File: src/rtl/mem_stage.sv
// mem_stage: memory-access stage; latches Execute bus, holds SRAM load data across stalls, aligns/extends loads.
module mem_stage #(
  parameter int EM_BUS_W = 195,
  parameter int MW_BUS_W = 191,
  parameter int MD_FOR_W = 38
) (
  input  logic                clk,
  input  logic                rst,
  input  logic                flush,
  input  logic                W_allowin,
  output logic                M_allowin,
  input  logic                EM_valid,
  input  logic [EM_BUS_W-1:0] em_bus,
  input  logic [31:0]         data_sram_rdata,
  output logic                MW_valid,
  output logic [MW_BUS_W-1:0] mw_bus,
  output logic [MD_FOR_W-1:0] md_for_bus,
  output logic                M_ex
);
  logic                m_valid;
  logic                ready_go;
  logic [EM_BUS_W-1:0] em_r;
  logic                rbuf_valid;
  logic [31:0]         rbuf;
  logic [31:0]         pc;
  logic [31:0]         rf_wdata;
  logic                gr_we;
  logic [4:0]          dest;
  logic [3:0]          res;
  logic [31:0]         addr;
  logic                ex;
  logic [7:0]          ecode;
  logic                esubcode;
  logic [13:0]         csr_addr;
  logic                csr_we;
  logic [31:0]         csr_wmask;
  logic [31:0]         csr_wdata;
  logic                is_load;
  logic                capture;
  logic [31:0]         raw;
  logic [15:0]         half;
  logic [7:0]          byte_d;
  logic [31:0]         load_data;
  logic [31:0]         final_wdata;
  logic [31:0]         badv;
  assign {pc, rf_wdata, gr_we, dest, res, addr, ex, ecode, esubcode,
          csr_addr, csr_we, csr_wmask, csr_wdata} = em_r;
  assign ready_go  = 1'b1;
  assign M_allowin = !m_valid | (W_allowin & ready_go);
  assign MW_valid  = m_valid & !flush;
  assign is_load   = m_valid & |res;
  // rbuf is only captured on the first stalled cycle; afterwards the SRAM port no longer holds our word
  assign capture   = is_load & !W_allowin & !rbuf_valid & !flush;
  assign raw       = rbuf_valid ? rbuf : data_sram_rdata;
  assign half      = raw[{addr[1], 4'b0} +: 16];
  assign byte_d    = raw[{addr[1:0], 3'b0} +: 8];
  always_comb begin
    load_data   = res[3] ? raw
                : res[1] ? {{16{!res[2] & half[15]}}, half}
                : res[0] ? {{24{!res[2] & byte_d[7]}}, byte_d}
                : raw;
    final_wdata = (|res & !ex) ? load_data : rf_wdata;
    badv        = (ecode == 8'h08) ? addr : 32'h0;
  end
  assign mw_bus     = {pc, final_wdata, gr_we & !ex, dest, ex, ecode, esubcode,
                       csr_addr, csr_we, csr_wmask, csr_wdata, badv};
  assign md_for_bus = {is_load & !ex, dest & {5{m_valid & gr_we & !ex}}, final_wdata};
  assign M_ex       = m_valid & ex;
  always_ff @(posedge clk or posedge rst) begin
    if (rst) begin
      m_valid    <= 1'b0;
      em_r       <= '0;
      rbuf_valid <= 1'b0;
      rbuf       <= '0;
    end else begin
      m_valid    <= flush ? 1'b0 : M_allowin ? EM_valid : m_valid;
      if (EM_valid & M_allowin & !flush) em_r <= em_bus;
      rbuf_valid <= (flush | (W_allowin & m_valid)) ? 1'b0 : capture ? 1'b1 : rbuf_valid;
      if (capture) rbuf <= data_sram_rdata;
    end
  end
endmodule

File: config.mk
export PLATFORM = sky130hd
export DESIGN_NAME = mem_stage
export DESIGN_NICKNAME = d
export VERILOG_FILES = /design/src/rtl/mem_stage.sv
export SDC_FILE = /design/constraint.sdc
export NUM_CORES = 1
export LEC_CHECK = 0
export CORE_AREA = 4 4 180 182
export DETAILED_ROUTE_END_ITERATION = 12
export DIE_AREA = 0 0 184 186
export PLACE_DENSITY = 0.73
export SLEW_MARGIN = 5
export SYNTH_ARGS = -nofsm -noshare
export SYNTH_HDL_FRONTEND = slang
export SYNTH_SLANG_ARGS = --single-unit
File: constraint.sdc
create_clock -name clk -period 8.6 [get_ports clk]
set_clock_uncertainty 0.2 [all_clocks]
set_input_delay 1.72 -clock clk [delete_from_list [all_inputs] [get_ports clk]]
set_output_delay 1.72 -clock clk [all_outputs]
set_load 0.1 [all_outputs]
==> results of run 1 <==
routing by layer:
metal  up-vias  global-route usage (%)
met5         -                       0
met4         4                    5.62
met3        74                    5.88
met2       364                    34.2
met1      3996                    23.8
li1       3647                       -
flip-flops by register name (all words and copies together) (netlist names):
| register | flops |
|---|---|
| em_r | 195 |
| m_valid | 1 |
| rbuf | 32 |
| rbuf_valid | 1 |
synth_stat cells (2+ instances only):
master / count
nor2_1: 29
buf_6: 2
mux2_1: 135
clkbuf_1: 29
a211o_1: 4
o221ai_1: 4
dfrtp_1: 229
mux2i_1: 28
o21ai_0: 11
nor3_1: 2
or3_1: 6
a221oi_1: 2
nand4_1: 6
o21ai_1: 3
a31oi_1: 6
or3b_1: 3
mux4_2: 6
a21oi_1: 11
and2_1: 36
o211ai_1: 6
nand2b_1: 2
buf_4: 161
a211oi_1: 4
or2_1: 2
nand2_1: 23
nor2b_1: 5
a2bb2oi_1: 3
inv_1: 7
nor3b_1: 3
buf_2: 17
mux2_2: 92
and3_1: 6
a22oi_1: 3
o22a_1: 16
final cells by class:
| class | count | share of cell area (%) |
|---|---|---|
| clock buffers | 36 | 4.81 |
| flip-flops and latches | 229 | 35.5 |
| multi-input cells | 470 | 26.4 |
| inverters | 8 | 0.232 |
| repair buffers | 473 | 29.1 |
| clock inverters | 12 | 0.929 |
| well taps | 396 | 3.06 |
per-stage QoR:
step	util, %	worst slack [ns]	hold slack, ns	cells
2_1_floorplan	-	0.404	0.249	916
6_report	52.9	1.91	0.276	1624
4_1_cts	52.9	1.91	0.280	1624
5_1_grt	52.9	1.71	0.293	1624
3_3_place_gp	49.8	1.96	0.259	1576
3_5_place_dp	49.8	1.93	0.266	1576
path summary, 6_finish.rpt:
path / startpoint / end / cells after the start
min in group asynchronous: rst / em_r[192] / 2
hold / removal: em_r[114] / em_r[114] / 1
max in group asynchronous: rst / em_r[125] / 3
setup / recovery: data_sram_rdata[15] / md_for_bus[17] / 6
hold reg to reg: em_r[114] / em_r[114] / 1
setup reg to reg: m_valid / em_r[158] / 5
power by group through the flow:
stage | sequential, mW | clock [mW] | combinational (mW)
floorplan | 1.38 | 0 | 2.16
global placement | 1.43 | 0 | 2.53
detailed placement | 1.44 | 0 | 2.54
CTS | 1.42 | 1.22 | 2.55
global route | 1.45 | 1.26 | 2.61
finish | 1.42 | 1.18 | 2.53
cell families after synthesis:
group / count (synthesis)
buffers and inverters: 217
and+or+nand+nor: 133
muxes: 261
AOI/OAI and AO/OA: 76
DFF: 229
worst max-delay path, cell delays in order:
cell,delay [ns]
clkdlybuf4s50_1,0.50
mux2i_1,0.09
a221oi_1,0.47
a311o_4,0.49
o22a_1,0.29
clkdlybuf4s50_1,1.18
==> impl_results.md, run 1 <==
* Status: complete, no violations
* Main combinational cell family by area after synthesis: multiplexers
* Post-synthesis cell area at 0.0114 mm^2
* Slew Viols, Final at 0
* Setup TNS at 0 ns
* CP Capture Type: output port
* Post-Synthesis Cells at 916
* Power per cell area at 317 mW/mm^2
* First-pass detailed-route iteration total at 4
* Number of core rows at 64
* Seq/Total Area, Yosys at 50.1%
* Syn-to-layout area delta at 41.3%
* Sequential cell area at 0.00573 mm^2
* Initial DRC Count at 416
* Global-route wire length before repair at 52.3 mm
* IO Count at 464
* Initial core utilization at 37.4%
* Area of the core at 0.0306 mm^2
* Final Cell Area at 0.0162 mm^2
* Max-cap violations at 0
* Min-delay worst type: flip-flop to flip-flop
* WP data required at 6.68 ns
* Final period util at 77.8%
* Post-synthesis compound-gate area fraction at 4.83%
* Clock Tree Root: clkbuf_16
* Syn Area/Cell at 12.5 um^2
* # nets final at 1440
* Met3 wire length at 3.19 mm
* Setup crit start kind: input pin
* GRT Total Usage at 19.7%
* Critical-path maximum fanout at 16
* Worst-path clk slew at 0.06 ns
* CTS buffer count at 26
* Pint at 2.65 mW
* Hold Buf Count CTS at 0
* Top post-synthesis cells by area: dfrtp_1 50%, mux2_1 13%, buf_4 11%, mux2_2 9.1%, mux2i_1 2.4%
* Switching part of the total power at 48.4%
* Worst R2R Setup Slack at 5.45 ns
* RSZ-0062 raised after global routing: false
* Layout cell share with drive strength beyond 1 at 13.4%
* Area share of the largest cell type after synthesis at 50.1%
* Leak at 6.57 nW
* Synth Register Bits at 229
* Die Area at 0.0342 mm^2
* Hold Vio Cnt, Final at 0
* Worst setup path class: input pin to output port
* WL met2 at 17.4 mm
* Worst slew margin relative to its limit at 21.0%
* CTS tree: built
* Vias per cell at 4.98
* DPL Wire Length at 26.7 mm
* Post-Synth Adder-Cell Area at 0%
* M1 wire length at 13.5 mm
* Setup bufs post-CTS at 0
* Post-Synth XOR/XNOR Area at 0%
* TritonCTS Sinks at 229
* Clk pwr share at 23.0%
* Logic gate share of total power at 49.3%
* Clock Latency Late Sink at 0.54 ns
* Uppermost layer routed: met5
* Max IR drop VDD at 0.216 mV
* Dominant cell type by area after synthesis: dfrtp_1
* Psw at 2.48 mW
* Max Clk Rate at 149 MHz
* Syn Nets at 1148
* H-Tree Level Count at 1
* Die width at 184 um
* Drt total wl at 35.2 mm
* Gr ovfl total at 0
* Post-Synth Simple-Gate Area at 6.41%
* Initial antenna violation count at 2
* Warnings, synthesis at 0
* Final min period at 6.69 ns
* Sequential power share at 27.7%
* DR DRC count at 0
* Antenna cells at 0
* Wire per inst at 21.7 um
* Cell Area, Placed at 0.0152 mm^2
* GP Congestion at 0.848
* Port Buffers at 463
* Mux cell area share after synthesis at 26.0%
* Setup violators final at 0
* Via count of the first global-routing pass at 8680
* Worst slew pin tran at 1.18 ns
* Fill count at 2617
* Die Span Y at 186 um
* Post-CTS sizing at 0
* Area of the multi-input gates at 0.00427 mm^2
* Commonest non-fill, non-tap cell in the layout: clkdlybuf4s50_1
* Total power at 5.13 mW
* Clock Path Buffers at 3
* Final ANT Viol Nets at 0
* Netlist cell types at 48
* EDFF count, synth at 0
* Largest net degree at the start of global routing at 106
* Most used DFF post-synth: dfrtp_1
* Vias at 8085
* Worst endpoint data arrival time at 4.77 ns
* Most frequent cells in the layout: 463 x clkdlybuf4s50_1, 228 x dfrtp_1, 135 x mux2_1, 92 x mux2_2, 36 x and2_1
* Synth async-reset ratio at 100%
(Power assumes the default switching activity.)
==> run 2, diff against run 1 <==
==> constraint.sdc (replaced) <==
create_clock -name clk -period 5.5 [get_ports clk]
set_clock_uncertainty 0.2 [all_clocks]
set_input_delay 1.1 -clock clk [delete_from_list [all_inputs] [get_ports clk]]
set_output_delay 1.1 -clock clk [all_outputs]
set_load 0.1 [all_outputs]
==> impl_results.md, run 2 (same netlist as run 1, synthesis figures left out) <==
* Setup crit start kind: input pin
* Syn-to-layout area delta at 40.0%
* Cell Area, Placed at 0.0151 mm^2 (-1.1%)
* Clock Tree Root: clkbuf_16
* Setup bufs post-CTS at 0 (unchanged)
* Die Area at 0.0342 mm^2 (unchanged)
* Final Cell Area at 0.0160 mm^2 (-0.88%)
* Sequential power share at 27.6% (about the same)
* Worst Reg-to-Reg Cells at 4 (-1)
* Final ANT Viol Nets at 0 (unchanged)
* Leak at 6.70 nW (+2.1%)
* Clock Path Buffers at 3 (unchanged)
* Logic gate share of total power at 48.8% (-0.5 points)
* Port Buffers at 463 (unchanged)
* Final Util at 52.4% (-0.47 points)
* Slew Viols, Final at 0 (unchanged)
* Initial antenna violation count at 3 (+1)
* DPL Wire Length at 26.4 mm (-0.87%)
* Power per cell area at 501 mW/mm^2 (+58%)
* Largest Register: em_r
* Final min period at 4.62 ns
* Vias per cell at 4.95 (-0.66%)
* Largest registers: em_r x195, rbuf x32
* Switching part of the total power at 48.7% (+0.36 points)
* GP Congestion at 0.831 (-1.9%)
* CTS tree: built
* Post-CTS sizing at 0 (unchanged)
* TritonCTS Sinks at 229 (unchanged)
* Layout cell share with drive strength beyond 1 at 21.1% (+7.7 points)
* H-Tree Level Count at 1 (unchanged)
* Worst-path clk slew at 0.06 ns (about the same)
* Largest net degree at the start of global routing at 160 (+51%)
* Setup TNS at 0 ns (unchanged)
* Max-cap violations at 0 (unchanged)
* Setup violators final at 0 (unchanged)
* RSZ-0062 raised after global routing: false
* Area of the core at 0.0306 mm^2 (unchanged)
* Fill count at 2666 (+1.9%)
* Min-delay worst type: flip-flop to flip-flop
* Hold Buf Count CTS at 0 (unchanged)
* DR DRC count at 0 (unchanged)
* Die Span Y at 186 um (unchanged)
* Area of the multi-input gates at 0.00427 mm^2 (about the same)
* Clk pwr share at 23.6% (+0.6 points)
* Sequential cell area at 0.00573 mm^2 (unchanged)
* Clock Latency Late Sink at 0.55 ns (about the same)
* Hold Vio Cnt, Final at 0 (unchanged)
* IO Count at 464 (unchanged)
* Drt total wl at 35.2 mm (-0.19%)
* Die width at 184 um (unchanged)
* CTS buffer count at 27 (+3.8%)
* Status: complete, no violations
* Global-route wire length before repair at 52.1 mm (-0.36%)
* Gr ovfl total at 0 (unchanged)
* Vias at 8056 (-0.36%)
* Most frequent cells in the layout: 373 x clkdlybuf4s50_1, 228 x dfrtp_1, 135 x mux2_1, 100 x buf_4, 92 x mux2_2
* Via count of the first global-routing pass at 8606 (-0.85%)
* Worst slew pin tran at 1.14 ns (-0.0461 ns)
* WP data required at 4.20 ns (-2.48 ns)
* First-pass detailed-route iteration total at 4 (unchanged)
* Initial DRC Count at 369 (-11%)
* Commonest non-fill, non-tap cell in the layout: clkdlybuf4s50_1
* Pint at 4.11 mW (+55%)
* Worst slew margin relative to its limit at 24.1% (+3.1 points)
* WHS Path Cells at 1 (unchanged)
* Final period util at 84.1%
* Worst endpoint data arrival time at 3.32 ns (-1.45 ns)
* Max IR drop VDD at 0.357 mV (+65%)
* Max Clk Rate at 216 MHz
* CP Capture Type: output port
* Max reg flops at 195 (unchanged)
* Critical-path maximum fanout at 8 (-8)
* Number of core rows at 64 (unchanged)
* Initial core utilization at 37.4% (unchanged)
* GRT Total Usage at 19.7% (-0.023 points)
* # nets final at 1444 (+0.28%)
* Psw at 3.91 mW (+58%)
* Wire per inst at 21.6 um (-0.49%)
* Worst setup path class: input pin to output port
run 2: area by class of cell:
cell class / count / share of cell area, %
antenna: 1 / 0.0156
clock buffer: 33 / 4.61
clock inverter: 16 / 1.31
inverter: 8 / 0.211
multi-input combinational: 470 / 26.6
sequential: 229 / 35.8
tap: 396 / 3.09
timing repair buffer: 476 / 28.4
run 2: per-layer routing:
| layer | share of wire (%) | wire length, um | GRT usage [%] |
|---|---|---|---|
| met1 | 39 | 13600 | 23.9 |
| met2 | 49 | 17300 | 34.0 |
| met3 | 9.5 | 3350 | 6.39 |
| met4 | 2.7 | 967 | 5.06 |
| met5 | 0.037 | 13 | 0 |
run 2: worst paths after layout:
check                                        start  slack [ns]           to
worst min register to register            em_r[96]        0.28     em_r[96]
max in group asynchronous                      rst        3.25    em_r[158]
worst min-delay path                      em_r[96]        0.28     em_r[96]
worst max-delay path            data_sram_rdata[7]        0.88  mw_bus[136]
min in group asynchronous                      rst        0.80    em_r[107]
worst max register to register             m_valid        2.57     rbuf[21]
run 2: per-stage QoR:
| stage | cells | power (mW) | setup slack (ns) | hold slack [ns] |
|---|---|---|---|---|
| final | 1629 | 8.02 | 0.875 | 0.279 |
| after global routing | 1629 | 8.31 | 0.715 | 0.292 |
| after CTS | 1628 | 8.11 | 0.806 | 0.280 |
| after detailed placement | 1579 | 6.18 | 0.844 | 0.266 |
| after global placement | 1579 | 6.14 | 0.975 | 0.260 |
| after floorplan | 916 | 5.53 | 0.287 | 0.249 |
run 2: critical path: stages:
cell             delay (ns)
clkdlybuf4s50_1        0.48
mux2i_1                0.10
a221oi_1               0.49
nand4b_1               0.49
o211ai_1               0.31
buf_4                  0.35
run 2: power by group through the flow:
stage | Combinational (mW) | Sequential [mW] | Clock, mW
after floorplan | 3.37 | 2.15 | 0
after global placement | 3.91 | 2.23 | 0
after detailed placement | 3.94 | 2.24 | 0
after CTS | 3.95 | 2.21 | 1.95
after global routing | 4.04 | 2.26 | 2.01
final | 3.92 | 2.21 | 1.90
==> run 3, diff against run 2 <==
--- a/config.mk
+++ b/config.mk
@@ -5,9 +5,9 @@
 export SDC_FILE = /design/constraint.sdc
 export NUM_CORES = 1
 export LEC_CHECK = 0
-export CORE_AREA = 4 4 180 182
+export CORE_AREA = 4 4 177 179
 export DETAILED_ROUTE_END_ITERATION = 12
-export DIE_AREA = 0 0 184 186
+export DIE_AREA = 0 0 181 183
 export PLACE_DENSITY = 0.73
 export SLEW_MARGIN = 5
 export SYNTH_ARGS = -nofsm -noshare
==> constraint.sdc (replaced) <==
create_clock -name clk -period 4.7 [get_ports clk]
set_clock_uncertainty 0.2 [all_clocks]
set_input_delay 0.94 -clock clk [delete_from_list [all_inputs] [get_ports clk]]
set_output_delay 0.94 -clock clk [all_outputs]
set_load 0.1 [all_outputs]
==> impl_results.md, run 3 (same netlist as run 1, synthesis figures left out) <==
* Setup bufs post-CTS at 0 (unchanged)
* Vias at 8164 (+1.3%)
* CTS tree: built
* Via count of the first global-routing pass at 8694 (+1.0%)
* Largest net degree at the start of global routing at 73 (-54%)
* Commonest non-fill, non-tap cell in the layout: clkdlybuf4s50_1
* Max-cap violations at 0 (unchanged)
* DPL Wire Length at 27.0 mm (+2.2%)
* Largest registers: em_r x195, rbuf x32
* Global-route wire length before repair at 53.4 mm (+2.5%)
* Clock Path Buffers at 3 (unchanged)
* Slew Viols, Final at 0 (unchanged)
* CTS buffer count at 28 (+3.7%)
* First-pass detailed-route iteration total at 5 (+1)
* Origin of the critical flop-to-flop path: em_r[121]
* IO Count at 464 (unchanged)
* Clock Tree Root: clkbuf_16
* Number of core rows at 63 (-1.6%)
* Initial antenna violation count at 4 (+1)
* Final min period at 4.35 ns
* DR DRC count at 0 (unchanged)
* Setup crit start kind: flip-flop
* Initial core utilization at 38.7% (+1.3 points)
* Die Area at 0.0331 mm^2 (-3.2%)
* Leak at 7.02 nW (+4.6%)
* # nets final at 1449 (+0.35%)
* Wire per inst at 21.8 um (+0.88%)
* Drt total wl at 35.4 mm (+0.75%)
* RSZ-0062 raised after global routing: false
* Die Span Y at 183 um (-1.6%)
* Layout cell share with drive strength beyond 1 at 22.7% (+1.6 points)
* Max IR drop VDD at 0.454 mV (+27%)
* Worst-path clk slew at 0.06 ns (about the same)
* Post-CTS sizing at 0 (unchanged)
* Area of the multi-input gates at 0.00429 mm^2 (+0.50%)
* Final period util at 92.5%
* Die width at 181 um (-1.6%)
* Hold Vio Cnt, Final at 0 (unchanged)
* CP Capture Type: output port
* Port Buffers at 463 (unchanged)
* Smallest hold slack at 0.274 ns (-0.00501 ns)
* GP Congestion at 0.865 (+4.1%)
* Hold Buf Count CTS at 0 (unchanged)
* Critical-path maximum fanout at 21 (+13)
* Syn-to-layout area delta at 46.4%
* Max Clk Rate at 230 MHz
* Min-delay worst type: flip-flop to flip-flop
* Max reg flops at 195 (unchanged)
* Vias per cell at 5.02 (+1.5%)
* Status: complete, no violations
* Final ANT Viol Nets at 0 (unchanged)
* Power per cell area at 587 mW/mm^2 (+17%)
* Worst endpoint data arrival time at 3.21 ns (-0.11 ns)
* Final non-filler cell total at 1627 (-0.12%)
* Setup TNS at 0 ns (unchanged)
* Initial DRC Count at 512 (+39%)
* Worst setup path class: flip-flop to output port
* Largest Register: em_r
* Setup violators final at 0 (unchanged)
* Most frequent cells in the layout: 358 x clkdlybuf4s50_1, 228 x dfrtp_1, 135 x mux2_1, 92 x mux2_2, 62 x buf_12
* Gr ovfl total at 0 (unchanged)
* Clock Latency Late Sink at 0.54 ns (about the same)
* TritonCTS Sinks at 229 (unchanged)
* Worst Setup SP: rbuf_valid
* Hold_sp: em_r[105]
* GRT Total Usage at 20.5% (+0.86 points)
* Sequential cell area at 0.00573 mm^2 (unchanged)
* Final Cell Area at 0.0168 mm^2 (+4.6%)
* Worst slew pin tran at 1.08 ns (-0.0589 ns)
* WP data required at 3.56 ns (-0.64 ns)
* Placed cells at 1577 (-0.13%)
* Fill count at 2460 (-7.7%)
* Area of the core at 0.0296 mm^2 (-3.4%)
* Cell Area, Placed at 0.0158 mm^2 (+4.9%)
* H-Tree Level Count at 1 (unchanged)
* Worst slew margin relative to its limit at 27.9% (+3.8 points)
run 3: cell count changes in the layout (fill, tap and decap cells not counted), moves of 2 or more:
cell	previous run	this run
buf_4	100	60
clkbuf_8	4	7
a31oi_2	0	4
bufinv_16	4	2
buf_12	3	62
clkdlybuf4s50_1	373	358
a31oi_1	6	2
run 3: layout make-up:
type | instances | share of cell area (%)
antenna | 1 | 0.0149
tap | 390 | 2.91
sequential | 229 | 34.2
multi-input combinational | 470 | 25.6
timing repair buffer | 480 | 31.5
clock buffer | 37 | 4.80
inverter | 8 | 0.202
clock inverter | 12 | 0.777
run 3: where the power goes:
group          total [mW]  internal, mW  switching, mW  leakage (nW)
Sequential           2.59          2.35          0.246          2.71
Clock                2.16          1.31          0.851         0.466
Combinational        5.08          1.51           3.57          3.84
Total                9.84          5.17           4.67          7.02
run 3: routing by layer:
| metal | part of all wire [%] | vias up | track usage (%) |
|---|---|---|---|
| met1 | 38 | 4068 | 24.4 |
| li1 | - | 3671 | - |
| met5 | 0.13 | - | 0 |
| met4 | 4.2 | 6 | 7.27 |
| met3 | 8.8 | 82 | 6.72 |
| met2 | 49 | 337 | 35.2 |
run 3: worst paths after layout:
path | end | slack, ns | cells past startpoint
setup / recovery | mw_bus[151] | 0.35 | 5
hold / removal | em_r[105] | 0.27 | 1
setup reg to reg | rbuf[10] | 1.98 | 4
hold reg to reg | em_r[105] | 0.27 | 1
max in group asynchronous | em_r[41] | 2.58 | 3
min in group asynchronous | em_r[187] | 0.77 | 2
run 3: critical path, cell delays in order, from the launching register on:
cell and delay, ns:
dfrtp_2 0.78, mux4_2 0.62, and3_4 0.20, a311o_4 0.49, o22a_1 0.33, buf_12 0.21
run 3: through the flow:
step	total power [mW]	utilization [%]	setup WS, ns
floorplan	6.47	-	0.00281
global placement	7.67	53.5	0.459
detailed placement	7.73	53.5	0.416
CTS	9.93	56.7	0.331
global route	10.2	56.7	0.136
finish	9.84	56.7	0.354
